--- config.mk ---
export PLATFORM = sky130hd
export DESIGN_NAME = axi_dma_write_master
export DESIGN_NICKNAME = d
export VERILOG_FILES = /design/src/rtl/axi_dma_write_master.sv
export SDC_FILE = /design/constraint.sdc
export NUM_CORES = 1
export LEC_CHECK = 0
export CAP_MARGIN = 20
export CORE_MARGIN = 8
export CORE_UTILIZATION = 36
export CTS_BUF_LIST = sky130_fd_sc_hd__clkbuf_8 sky130_fd_sc_hd__clkbuf_16
export CTS_CLUSTER_SIZE = 8
export DETAILED_ROUTE_END_ITERATION = 10
export PLACE_DENSITY = 0.7
export SYNTH_ARGS = -nofsm -noshare
export SYNTH_HDL_FRONTEND = slang
export SYNTH_SLANG_ARGS = --single-unit
--- constraint.sdc ---
create_clock -name clk -period 33.5 [get_ports clk]
set_clock_uncertainty 0.2 [all_clocks]
set_input_delay 6.7 -clock clk [delete_from_list [all_inputs] [get_ports clk]]
set_output_delay 6.7 -clock clk [all_outputs]
set_load 0.01 [all_outputs]
--- src/rtl/axi_dma_write_master.sv ---
`default_nettype none
// ============================================================================
//  Module      : axi_dma_write_master
//  Description : AXI4 write-DMA master. Streams internal-buffer beats to DDR
//                using INCR bursts, with one burst outstanding at a time.
//                Optional macro DMA_WR_BRESP_CHECK_EN: a non-OKAY BRESP sets a
//                sticky err flag and aborts the remaining bursts.
//  Revision    : 1.0  initial release
// ============================================================================
module axi_dma_write_master #(
  parameter int AXI_ADDR_WIDTH = 32,
  parameter int AXI_DATA_WIDTH = 32,
  parameter int AXI_ID_WIDTH   = 4,
  parameter int MAX_BURST_LEN  = 256
) (
  input  logic                        clk,
  input  logic                        rst,
  input  logic [AXI_ADDR_WIDTH-1:0]   src_addr,
  input  logic [AXI_ADDR_WIDTH-1:0]   dst_addr,
  input  logic [31:0]                 transfer_len,
  input  logic                        start,
  output logic                        done,
  output logic                        busy,
  output logic [31:0]                 bytes_transferred,
  output logic                        err,
  output logic [AXI_ID_WIDTH-1:0]     m_axi_awid,
  output logic [AXI_ADDR_WIDTH-1:0]   m_axi_awaddr,
  output logic [7:0]                  m_axi_awlen,
  output logic [2:0]                  m_axi_awsize,
  output logic [1:0]                  m_axi_awburst,
  output logic                        m_axi_awvalid,
  input  logic                        m_axi_awready,
  output logic [AXI_DATA_WIDTH-1:0]   m_axi_wdata,
  output logic [AXI_DATA_WIDTH/8-1:0] m_axi_wstrb,
  output logic                        m_axi_wlast,
  output logic                        m_axi_wvalid,
  input  logic                        m_axi_wready,
  input  logic [AXI_ID_WIDTH-1:0]     m_axi_bid,
  input  logic [1:0]                  m_axi_bresp,
  input  logic                        m_axi_bvalid,
  output logic                        m_axi_bready,
  output logic [AXI_ADDR_WIDTH-1:0]   buf_raddr,
  output logic                        buf_ren,
  input  logic [AXI_DATA_WIDTH-1:0]   buf_rdata
);

  localparam int          BPB       = AXI_DATA_WIDTH / 8;
  localparam int          LG        = $clog2(BPB);
  localparam logic [31:0] MAX_BEATS = 32'(MAX_BURST_LEN);

  typedef enum logic [2:0] {
    S_IDLE = 3'd0,
    S_CALC = 3'd1,
    S_AW   = 3'd2,
    S_W    = 3'd3,
    S_B    = 3'd4,
    S_DONE = 3'd5
  } state_t;

  state_t                    r_state;
  logic [AXI_ADDR_WIDTH-1:0] r_src;
  logic [AXI_ADDR_WIDTH-1:0] r_dst;
  logic [31:0]               r_rem;
  logic [8:0]                r_beats;
  logic [8:0]                r_fetched;
  logic [8:0]                r_sent;
  logic [31:0]               r_bytes;
  logic [AXI_ID_WIDTH-1:0]   r_awid;
  logic [AXI_ADDR_WIDTH-1:0] r_awaddr;
  logic [7:0]                r_awlen;
  logic                      r_awvalid;
  logic                      r_bready;
  logic [AXI_ADDR_WIDTH-1:0] r_raddr;
  logic                      r_rd_pend;
  logic [AXI_DATA_WIDTH-1:0] r_fifo [2];
  logic                      r_wptr;
  logic                      r_rptr;
  logic [1:0]                r_occ;
`ifdef DMA_WR_BRESP_CHECK_EN
  logic                      r_err;
`endif

  logic [12:0] w_4k_bytes;
  logic [31:0] w_4k_beats;
  logic [31:0] w_cap;
  logic [31:0] w_beats;
  logic [31:0] w_step;
  logic        w_wvalid;
  logic        w_pop;
  logic        w_last_beat;
  logic [2:0]  w_level;
  logic        w_ren;

  // Burst size is the tightest of: beats left, burst limit, room to the 4 KB page end.
  assign w_4k_bytes  = 13'h1000 - {1'b0, r_dst[11:0]};
  assign w_4k_beats  = 32'(w_4k_bytes >> LG);
  assign w_cap       = (r_rem < MAX_BEATS) ? r_rem : MAX_BEATS;
  assign w_beats     = (w_cap < w_4k_beats) ? w_cap : w_4k_beats;
  assign w_step      = {23'd0, r_beats} << LG;

  assign w_wvalid    = (r_state == S_W) && (r_occ != 2'd0);
  assign w_pop       = w_wvalid && m_axi_wready;
  assign w_last_beat = (r_sent == (r_beats - 9'd1));
  // Counting the slot freed by this cycle's pop keeps one beat per cycle flowing.
  assign w_level     = {1'b0, r_occ} - {2'b00, w_pop} + {2'b00, r_rd_pend};
  assign w_ren       = (r_state == S_W) && (r_fetched < r_beats) && (w_level < 3'd2);

  always_ff @(posedge clk or posedge rst) begin
    if (rst) begin
      r_state   <= S_IDLE;
      r_src     <= '0;
      r_dst     <= '0;
      r_rem     <= '0;
      r_beats   <= '0;
      r_fetched <= '0;
      r_sent    <= '0;
      r_bytes   <= '0;
      r_awid    <= '0;
      r_awaddr  <= '0;
      r_awlen   <= '0;
      r_awvalid <= 1'b0;
      r_bready  <= 1'b0;
      r_raddr   <= '0;
      r_rd_pend <= 1'b0;
      r_fifo[0] <= '0;
      r_fifo[1] <= '0;
      r_wptr    <= 1'b0;
      r_rptr    <= 1'b0;
      r_occ     <= '0;
`ifdef DMA_WR_BRESP_CHECK_EN
      r_err     <= 1'b0;
`endif
    end else begin
      r_rd_pend <= w_ren;
      if (w_ren) begin
        r_raddr   <= r_raddr + AXI_ADDR_WIDTH'(BPB);
        r_fetched <= r_fetched + 9'd1;
      end
      if (r_rd_pend) begin
        r_fifo[r_wptr] <= buf_rdata;
        r_wptr         <= ~r_wptr;
      end
      if (w_pop) begin
        r_rptr <= ~r_rptr;
        r_sent <= r_sent + 9'd1;
      end
      r_occ <= r_occ + {1'b0, r_rd_pend} - {1'b0, w_pop};

      case (r_state)
        S_IDLE: begin
          if (start) begin
            r_bytes <= '0;
            r_src   <= src_addr;
            r_dst   <= dst_addr;
            r_rem   <= transfer_len >> LG;
`ifdef DMA_WR_BRESP_CHECK_EN
            r_err   <= 1'b0;
`endif
            r_state <= ((transfer_len >> LG) != 32'd0) ? S_CALC : S_DONE;
          end
        end
        S_CALC: begin
          r_beats   <= w_beats[8:0];
          r_awlen   <= 8'(w_beats - 32'd1);
          r_awaddr  <= r_dst;
          r_awvalid <= 1'b1;
          r_rem     <= r_rem - w_beats;
          r_raddr   <= r_src;
          r_fetched <= '0;
          r_sent    <= '0;
          r_wptr    <= 1'b0;
          r_rptr    <= 1'b0;
          r_occ     <= '0;
          r_state   <= S_AW;
        end
        S_AW: begin
          if (m_axi_awready) begin
            r_awvalid <= 1'b0;
            r_state   <= S_W;
          end
        end
        S_W: begin
          if (w_pop && w_last_beat) begin
            r_bready <= 1'b1;
            r_state  <= S_B;
          end
        end
        S_B: begin
          if (m_axi_bvalid) begin
            r_bready <= 1'b0;
            r_awid   <= r_awid + AXI_ID_WIDTH'(1);
`ifdef DMA_WR_BRESP_CHECK_EN
            if (m_axi_bresp != 2'b00) begin
              r_err   <= 1'b1;
              r_state <= S_DONE;
            end else begin
              r_dst   <= r_dst + AXI_ADDR_WIDTH'(w_step);
              r_src   <= r_src + AXI_ADDR_WIDTH'(w_step);
              r_bytes <= r_bytes + w_step;
              r_state <= (r_rem == 32'd0) ? S_DONE : S_CALC;
            end
`else
            r_dst   <= r_dst + AXI_ADDR_WIDTH'(w_step);
            r_src   <= r_src + AXI_ADDR_WIDTH'(w_step);
            r_bytes <= r_bytes + w_step;
            r_state <= (r_rem == 32'd0) ? S_DONE : S_CALC;
`endif
          end
        end
        S_DONE: begin
          if (!start) r_state <= S_IDLE;
        end
        default: r_state <= S_IDLE;
      endcase
    end
  end

  assign done              = (r_state == S_DONE);
  assign busy              = (r_state != S_IDLE) && (r_state != S_DONE);
  assign bytes_transferred = r_bytes;
  assign m_axi_awid        = r_awid;
  assign m_axi_awaddr      = r_awaddr;
  assign m_axi_awlen       = r_awlen;
  assign m_axi_awsize      = 3'(LG);
  assign m_axi_awburst     = 2'b01;
  assign m_axi_awvalid     = r_awvalid;
  assign m_axi_wdata       = r_fifo[r_rptr];
  assign m_axi_wstrb       = '1;
  assign m_axi_wlast       = (r_state == S_W) && w_last_beat;
  assign m_axi_wvalid      = w_wvalid;
  assign m_axi_bready      = r_bready;
  assign buf_raddr         = r_raddr;
  assign buf_ren           = w_ren;

`ifdef DMA_WR_BRESP_CHECK_EN
  assign err = r_err;
  logic w_unused;
  assign w_unused = ^{m_axi_bid, transfer_len[LG-1:0], w_beats[31:9]};
`else
  assign err = 1'b0;
  logic w_unused;
  assign w_unused = ^{m_axi_bid, m_axi_bresp, transfer_len[LG-1:0], w_beats[31:9]};
`endif

endmodule
`default_nettype wire
### Yosys cells after proc, flatten, opt, wreduce, memory -nomap -nowiden

Cells that the tools add are included.

* register bits: 305
* output and inout port bits: 157
* logic and storage cells: 127

* add/sub/neg operators: 15
* order comparisons: 7
* equality and inequality tests: 12
* multiplexer cells: 43
* bitwise gates (word level): 4
* reductions and logical operators: 26

Operator list (count)
* $mux W32: 15
* $pmux W32 S2: 4
* $add A32 B11 Y32: 3
* $bwmux W64: 1
* $mux W9: 4
* $add A32 B3 Y32 const B: 1
* $demux W32 S1: 1
* $logic_not A32 Y1: 1
* $lt A32 B11 Y1: 1
* $lt A32 B9 Y1 const B: 1
* $reduce_bool A32 Y1: 1
* $sub A32 B32 Y32: 1
* $mux W3: 7
* $add A9 B1 Y9 const B: 2
* $pmux W3 S6: 1
* $reduce_bool A2 Y1: 8
* $sub A13 B12 Y13 const A: 1
* $eq A9 B9 Y1: 1
* $lt A9 B9 Y1: 1
* $sub A9 B1 Y9 const B: 1
* $logic_and A1 B1 Y1: 8
* $ne A2 B2 Y1 const B: 4
* $sub A8 B1 Y8 const B: 1
* $mux W1: 7
* other kinds (22): 31

### Logic depth before layout (Yosys ltp)

* word-level depth: 9
* gate-level depth with buffers: 29
* depth with buffers taken out: 26

### Worst setup path before layout

No wires, ideal clock.

* path type: input to output
* start: input port m_axi_wready
* end: output port buf_ren
* arrival: 8703 ps
* data required time: 26600 ps
* slack: 17897 ps
* cell stages on the path: 10
* cells stage by stage: nand2_1 -> clkinv_1 -> ha_1 -> inv_1 -> ha_1 -> fa_1 -> a211oi_1 -> o2111ai_1 -> inv_1 -> buf_1

* cells in the longest elaborated chain, start to end: 5

RTL lines
* start: declaration: line 37 `input logic m_axi_wready,`
* $logic_and A1 B1 Y1: line 102 `assign w_pop = w_wvalid && m_axi_wready;`
* $sub A2 B1 Y3: line 105 `assign w_level = {1'b0, r_occ} - {2'b00, w_pop} + {2'b00, r_rd_pend};`
* $add A3 B1 Y3: line 105
* $lt A3 B2 Y1: line 106 `assign w_ren = (r_state == S_W) && (r_fetched < r_beats) && (w_level < 3'd2);`
* $logic_and A1 B1 Y1: line 106
* end: declaration: line 43 `output logic buf_ren,`

No other way between the ends.

### Worst setup path after layout

Ends and elaborated chain as after synthesis.

==> metrics.yaml <==
logic_synthesis:
  synth_ff_type: "dfrtp_1"
  yosys.area.top_type: "dfrtp_1"
  synth_cell_types: 93
  synth_cells: 1992
  ys_ff_latch: 303
  synth_area_um2: 18100
  yosys_warnings: 0
  synth-edff-count: 0
  yosysMostFrequentCell: "dfrtp_1"
  yosysSeqAreaShare_pct: 41.8
  synth_common_cells: "dfrtp_1, nand2_1, o21ai_0"
  synth_top_cell_area_share_pct: 41.8
  avgSynthCellArea_um2: 9.11
  ys_top_cells_by_area: "dfrtp_1, nand2_1, mux2_2, ha_1, o21ai_0"
  async_reset_ff_share_pct: 100
finish:
  fillers: 4735
  multi_input_area_um2: 9940
  seq_area_um2: 7580
  layout-drive-gt1-share_pct: 8.93
  nets: 2473
  area_growth_pct: 25.0
worst_setup_path:
  required_ns: 26.60
  cp_data_arrival_time_ns: 10.18
  crit_type: "primary input to output port"
  critPathCaptureType: "output port"
  slowest_stage: "clkdlybuf4s50_1"
  cpPeakStageDelay_ns: 0.66
  reg2reg_depth: 24
  crit_start: "m_axi_wready"
  cp_max_fo: 22
  reg2reg_from: "r_rem[29]$_DFFE_PP0P_"
  start_kind: "primary input"
  crit_chain: "clkdlybuf4s50_1 > nand2_1 > clkinv_1 > ha_1 > inv_1 > ha_1 > fa_1 > a211oi_1 > o2111ai_1 > buf_4 > inv_1 > clkdlybuf4s50_1"
sta:
  setup_slack_ns: 16.42
  rsz0062_at_grt: "false"
  finalHoldViolCount: 0
  worst_slew_pin_slew_ns: 1.04
  relSlewSlack_pct: 30.1
  slew_violations: 0
  fin_crit_ns: 17.08
  fin_tns_setup_ns: 0
  period_share_pct: 51.0
  setup_viol: 0
  fmax_ghz: 0.0585
cts:
  clk_pin_slew_ns: 0.05
  cts_made_buffers: 43
  root_buffer: "clkbuf_16"
  clkSinkCount: 303
  post-cts-setup-buffers: 0
  htree_levels: 2
  cts_buffer_depth: 3
  cts_tree: "yes"
  hold_buffers: 0
  ctsResizeCount: 0
  insertion_delay_ns: 0.56
placed_design:
  dpl.hpwl_um: 40800
  port_buffers: 276
  place_congestion: 0.887
  place_ws_ns: 16.42
die:
  die_x_um: 241
  die_y_um: 241
  die_area_um2: 57800
  core_um2: 50000
  num_rows: 82
  start_util_pct: 36.3
  top_level_ports: 297
status:
  outcome: "finished clean"
run:
  maxCapViolCount: 0
route:
  firstDrtPassIters: 5
  drtIter0Drc: 999
  wire_per_inst_um: 19.4
  vias_per_cell: 5.46
  drtAntennaViolNets: 0
  vias: 15980
  drt_wl_total_um: 56700
  drc: 0
worst_hold_path:
  hold_depth: 2
  hold_path.class: "flip-flop to flip-flop"
  hp-start: "r_src[0]$_DFFE_PP0P_"
global_route:
  grt_pass1_wl_um: 89700
  grt_usage_pct: 19.2
  grt_antenna_before_repair: 5
  grt_max_degree: 165
  overflow: 0
  grt_pass1_vias: 16036
power_and_ir_drop:
  power_per_cell_area_nw_per_um2: 93.4
  p_leak_nw: 9.74
  vdd_drop_max_v: 0.0000446
-- power by group --
group / switching (mW) / internal, mW
clock network: 0.156 / 0.230
registers: 0.168 / 0.521
logic: 0.559 / 0.484
total: 0.883 / 1.23
-- stage by stage --
stage	utilization, %	cells	hold slack (ns)	power [mW]	instance area (µm²)
after global routing	45.4	2924	0.289	2.28	22700
after detailed placement	43.1	2876	0.257	1.73	21600
after floorplan	-	2024	0.239	1.34	18300
after global placement	43.1	2875	0.256	1.70	21500
after CTS	45.4	2923	0.269	2.13	22700
final	45.4	2925	0.265	2.12	22700
-- state kept, by name, summed over array words and instances, names as in the netlist --
signal	count
m_axi_awvalid	1
r_dst	32
r_rd_pend	1
buf_raddr	32
r_src	32
r_occ	2
m_axi_awaddr	32
r_rptr	1
bytes_transferred	30
r_beats	9
r_state	3
r_fifo	64
r_wptr	1
r_fetched	9
m_axi_bready	1
r_rem	32
m_axi_awlen	8
r_sent	9
m_axi_awid	4
-- kinds of logic (layout without fill, tap and decap cells) --
| group | count (synthesis) | count (layout) | synth area share, % |
|---|---|---|---|
| muxes | 103 | 103 | 6.35 |
| other | 2 | 35 | 0.0414 |
| adders and majority gates | 83 | 83 | 5.89 |
| buffers and inverters | 186 | 414 | 4.27 |
| AOI/OAI and AO/OA | 505 | 505 | 17.9 |
| and+or+nand+nor | 692 | 692 | 18.0 |
| xor gates and xnor gates | 118 | 118 | 5.78 |
| DFF | 303 | 303 | 41.8 |
-- layout by cell type, fill, tap and decap left out, drive strengths merged, types with 8 or more instances in the layout --
master / n
o211ai: 10
and2: 14
a221oi: 8
a21o: 35
o22ai: 21
mux2: 97
and3: 33
a221o: 12
nand3: 52
nor2b: 14
or3: 17
inv: 72
o31ai: 12
nor3: 41
a31oi: 17
buf: 18
clkdlybuf4s50: 276
ha: 79
xor2: 66
nand2: 293
conb: 34
nand4: 36
dfrtp: 303
xnor2: 52
clkbuf: 45
a21oi: 113
a211oi: 11
nor2: 124
nor3b: 8
a22oi: 30
o21ai: 169
nor4: 30
-- cell type report --
| type | count | share of cell area [%] |
|---|---|---|
| Clock buffer | 44 | 4.85 |
| Timing Repair Buffer | 295 | 12.8 |
| Tap cell | 672 | 3.71 |
| Multi-Input combinational cell | 1535 | 43.8 |
| Inverter | 72 | 1.23 |
| Antenna cell | 1 | 0.0110 |
| Clock inverter | 3 | 0.127 |
| Sequential cell | 303 | 33.4 |
-- worst paths after layout --
check	end	slack (ns)
hold reg to reg	buf_raddr[0]$_DFFE_PP0P_	0.26
setup reg to reg	r_rem[16]$_DFFE_PP0P_	25.96
setup / recovery	buf_ren	16.42
max in group asynchronous	buf_raddr[26]$_DFFE_PP0P_	25.29
hold / removal	buf_raddr[0]$_DFFE_PP0P_	0.26
min in group asynchronous	r_rem[15]$_DFFE_PP0P_	6.41
-- worst max-delay path, delay by kind of cell --
family,cells,cell delay [ns]
and+or+nand+nor,1,0.14
adders and majority gates,3,0.98
AOI/OAI and AO/OA,2,0.32
buffers and inverters,6,2.03
-- routing by layer --
metal	global-route usage (%)	up-vias	routed length [µm]
li1	-	7592	-
met1	24.5	7798	24300
met2	31.6	478	26800
met3	4.57	104	3670
met4	6.73	8	1840
met5	0	-	50
Note: power is estimated with default switching activity, not from simulation.
==> RTL edit 1 (same settings) <==
Build with the macro `DMA_WR_BRESP_CHECK_EN` defined.
--- a/src/rtl/axi_dma_write_master.sv
+++ b/src/rtl/axi_dma_write_master.sv
@@ -7,6 +7,8 @@
 //                sticky err flag and aborts the remaining bursts.
 //  Revision    : 1.0  initial release
 // ============================================================================
+`define DMA_WR_BRESP_CHECK_EN
+
 module axi_dma_write_master #(
   parameter int AXI_ADDR_WIDTH = 32,
   parameter int AXI_DATA_WIDTH = 32,
Behaviour: same outputs for any inputs over 4 cycles, from zero or initial values and one cycle with rst high; that may be too few to reach the edited logic, so the function may still have changed.
==> RTL edit 1 against the unedited design <==
  * Die area increased by 1.2%
  * Total power up 1.6%
  * Sequential cell count rose by 1
  * Routed wire length is 3.8% higher
  * Setup slack gained 0.11 ns
  * Synthesized area is 1.2% higher
  * Maximum frequency increased by 0.67%
  * Design area increased by 1.5%
  * Utilization grew 0.41 points
  * Largest power group unchanged
==> RTL edit 1: results (changes against the unedited design) <==
Cell Count Post-Placement 2,957 (+2.8%); Post-Syn Instances 2,070 (+3.9%); Layout Nets 2,555 (+3.3%); WL met3 4320 um (+18%); cell area after layout 23,000 sq um (+1.5%); critical path data arrival time 10.07 ns (-0.11 ns); final WL 58,900 um (+3.8%); Skew-Pair Late Insertion Delay 0.58 ns (+0.02 ns); RePlAce Congestion 0.898 (+1.2%); first-pass iteration count of the detailed router 7 (+2); P_leak 9.87 nW (+1.3%); Seq/Total Area, Yosys 0.414 (-0.00376); met2 GRT Util 0.318 (+0.00233); GRT Total Usage 0.195 (+0.00267); status complete, no violations; Inserted Clock Buffers 44 (+2.3%); DP HPWL 42,600 um (+4.5%); Synth cell types 88 (-5.4%); FF-to-FF End r_rem[31]$_DFFE_PP0P_; number of global-route vias before repair 16,403 (+2.3%); M3 GR Usage 0.0435 (-0.00218); crit-path max cell delay 0.61 ns (-0.05 ns); initial antenna violation count 6 (+1); Initial DRC Count 1,295 (+30%); met1 Track Usage GR 0.251 (+0.00646); Area after DPL 21,800 sq um (+1.2%); Slew @ Worst Pin 1.04 ns (-0.00215 ns); layout cells sized above 1 0.0860 (-0.00328); number of buffers added on ports 279 (+1.1%); Vias per Instance 5.49 (+0.42%); routed length on met2 27,800 um (+3.7%)
==> RTL edit 1: cell types whose count changed in the layout (fill, tap and decap cells not counted), sizes merged, moves of 11 or more <==
| cell | before | now |
|---|---|---|
| nand2 | 293 | 348 |
| a21oi | 113 | 138 |
| a22oi | 30 | 9 |
| nor2 | 124 | 137 |
| a31oi | 17 | 29 |
| xor2 | 66 | 55 |
==> RTL edit 1: logic make-up (layout without fill, tap and decap cells) <==
family,count (synthesis),in the layout,share of synthesized area
adders and majority gates,83,83,0.0582
and+or+nand+nor,778,778,0.197
AOI/OAI and AO/OA,500,500,0.172
buffers and inverters,186,423,0.0408
other,2,35,0.000409
muxes,106,106,0.0646
DFF,304,304,0.414
xor gates and xnor gates,111,111,0.0533
==> RTL edit 1: where the power goes <==
group	internal, W	total, W	switching, W
registers	0.000521	0.000699	0.000178
logic	0.000489	0.00105	0.000558
clock network	0.000240	0.000405	0.000165
total	0.00125	0.00215	0.000902
==> RTL edit 1: area by class of cell <==
class | instances | area, sq um
fillers | 4812 | 27200
multi-input cells | 1611 | 10200
flip-flops and latches | 304 | 7610
repair buffers | 295 | 2930
clock buffers | 44 | 1100
well taps | 672 | 841
inverters | 76 | 293
clock inverters | 8 | 90.1
diodes | 2 | 5.00
==> RTL edit 1: worst register-to-register path, stage by stage, from the launching register on <==
cell      delay (ns)
dfrtp_1         0.40
nor4_1          0.56
nand4_1         0.34
nor2_1          0.55
inv_2           0.22
nor2_1          0.15
ha_1            0.25
a211o_1         0.25
a221oi_1        0.36
o21ai_1         0.28
a21oi_2         0.70
nor2_1          0.12
a21oi_1         0.47
ha_1            0.38
and3_1          0.18
a311o_1         0.33
a221oi_2        0.49
o21ai_4         0.14
o211ai_4        0.14
a211oi_2        0.15
nor3_1          0.39
o21ai_1         0.16
mux2i_1         0.14
==> RTL edit 2 (same flow settings) <==
Without the edit above. The 6 states of `state_t` get a one-hot encoding in 6 bits.
--- a/src/rtl/axi_dma_write_master.sv
+++ b/src/rtl/axi_dma_write_master.sv
@@ -48,13 +48,13 @@
   localparam int          LG        = $clog2(BPB);
   localparam logic [31:0] MAX_BEATS = 32'(MAX_BURST_LEN);
 
-  typedef enum logic [2:0] {
-    S_IDLE = 3'd0,
-    S_CALC = 3'd1,
-    S_AW   = 3'd2,
-    S_W    = 3'd3,
-    S_B    = 3'd4,
-    S_DONE = 3'd5
+  typedef enum logic [5:0] {
+    S_IDLE = 6'b000001,
+    S_CALC = 6'b000010,
+    S_AW   = 6'b000100,
+    S_W    = 6'b001000,
+    S_B    = 6'b010000,
+    S_DONE = 6'b100000
   } state_t;
 
   state_t                    r_state;
Function: no difference found for any inputs over 4 cycles, from zero or initial values and one cycle with rst high; so few cycles prove little.
==> RTL edit 2 against the unedited design <==
  * Register-to-register slack lost 0.24 ns
  * Synthesized area grew 1.0%
  * Setup slack lost 0.047 ns
  * Total power shrank 1.2%
  * Cell count grew 2.5%
  * Sequential cell count grew 3
  * Routed wire length grew 1.7%
  * Via count grew 2.3%
  * Design area grew 1.6%
  * Die area grew 0.98%
  * Combinational power shrank 4%
  * Largest power group unchanged
  * Highest routed layer unchanged
==> RTL edit 2: results (changes against the unedited design) <==
status complete, no violations; top post-synthesis cells by area dfrtp_1 42%, nand2_1 6.9%, mux2_2 6.0%; Synth cell types 92 (-1.1%); wire length of the first global-routing pass 90,800 um (+1.3%); Hold Path Origin m_axi_awlen[0]$_DFFE_PP0P_; Vias per Instance 5.45 (-0.20%); DP HPWL 41,400 um (+1.6%); largest net degree at the start of global routing 97 (-41%); layout cells sized above 1 0.0909 (+0.00166); initial antenna violation count 8 (+3); Layout Nets 2,532 (+2.4%); ys flop type dfrtp_1; WL met3 3920 um (+6.8%); crit-path max cell delay 0.71 ns (+0.05 ns); first-pass iteration count of the detailed router 6 (+1); RePlAce Congestion 0.900 (+1.4%); P_leak 10.1 nW (+3.4%); Inserted Clock Buffers 45 (+4.7%); worst reg2reg startpoint r_rem[8]$_DFFE_PP0P_; met1 Track Usage GR 0.238 (-0.00728); CP max FO 26 (+18%); Pint 0.00121 W (-1.6%); M3 GR Usage 0.0470 (+0.00123); # fillers 4,774 (+0.82%); final WL 57,700 um (+1.7%); Post-synth top cells 337 x nand2_1, 305 x dfrtp_1, 158 x nor2_1; met2 GRT Util 0.314 (-0.00199); routed length on met2 27,000 um (+0.67%); Slew @ Worst Pin 1.03 ns (-0.0102 ns)
-- RTL edit 2: changes by cell type in the layout (fill, tap and decap cells not counted), moves of 9 or more --
cell     unedited run  this run
a21oi_1           113       133
nand2_1           289       337
nor2_1            122       157
xnor2_1            51        63
o22ai_1            21        12
inv_1              70        82
a31oi_1            16        29
o21ai_0           163       144
xor2_1             65        54
a22oi_1            30         3
-- RTL edit 2: worst max-delay path: cells and delay by family --
family,cells,cell delay [ns]
compound gates,2,0.14
buf+inv,6,2.23
fa+ha+maj,3,1.04
simple gates,1,0.10
-- RTL edit 2: through the flow --
stage / instance area, sq um / hold WS [ns] / utilization / setup slack (ns) / cells
3_5_place_dp: 21800 / 0.265 / 0.433 / 16.39 / 2932
6_report: 23100 / 0.273 / 0.459 / 16.37 / 2997
2_1_floorplan: 18500 / 0.239 / - / 17.70 / 2079
3_3_place_gp: 21800 / 0.251 / 0.433 / 16.45 / 2932
4_1_cts: 23000 / 0.278 / 0.458 / 16.35 / 2992
5_1_grt: 23000 / 0.299 / 0.458 / 16.18 / 2993
-- RTL edit 2: path summary, 6_finish.rpt --
path,endpoint,slack [ns],cells after the start
worst max-delay path,buf_ren,16.37,12
worst min-delay path,m_axi_awlen[0]$_DFFE_PP0P_,0.27,2
worst max register to register,r_rem[30]$_DFFE_PP0P_,25.72,26
worst min register to register,m_axi_awlen[0]$_DFFE_PP0P_,0.27,2
max in group asynchronous,buf_raddr[3]$_DFFE_PP0P_,23.77,6
min in group asynchronous,m_axi_awid[1]$_DFFE_PP0P_,6.47,2
-- RTL edit 2: final cells by class --
type | count | area share
multi-input cells | 1586 | 0.438
flip-flops and latches | 306 | 0.332
repair buffers | 294 | 0.127
clock buffers | 48 | 0.0516
well taps | 672 | 0.0365
inverters | 75 | 0.0125
clock inverters | 12 | 0.00239
diodes | 4 | 0.000434
-- RTL edit 2: kinds of logic (layout without fill, tap and decap cells) --
group,after synthesis,count (layout),share of synthesized area
AO/OA/AOI/OAI,503,503,0.176
flip-flops,306,306,0.418
multiplexers,103,103,0.0629
adder cells (fa/ha/maj),84,84,0.0594
XOR/XNOR,117,117,0.0559
other,2,38,0.000410
buffers and inverters,187,429,0.0417
AND/OR/NAND/NOR,745,745,0.186
-- RTL edit 2: power groups by stage --
stage | Sequential (W) | Combinational, W | Clock, W
after global routing | 0.000695 | 0.00111 | 0.000443
after detailed placement | 0.000676 | 0.000997 | 0
after floorplan | 0.000629 | 0.000677 | 0
after CTS | 0.000673 | 0.00100 | 0.000430
after global placement | 0.000669 | 0.000970 | 0
final | 0.000676 | 0.00100 | 0.000417
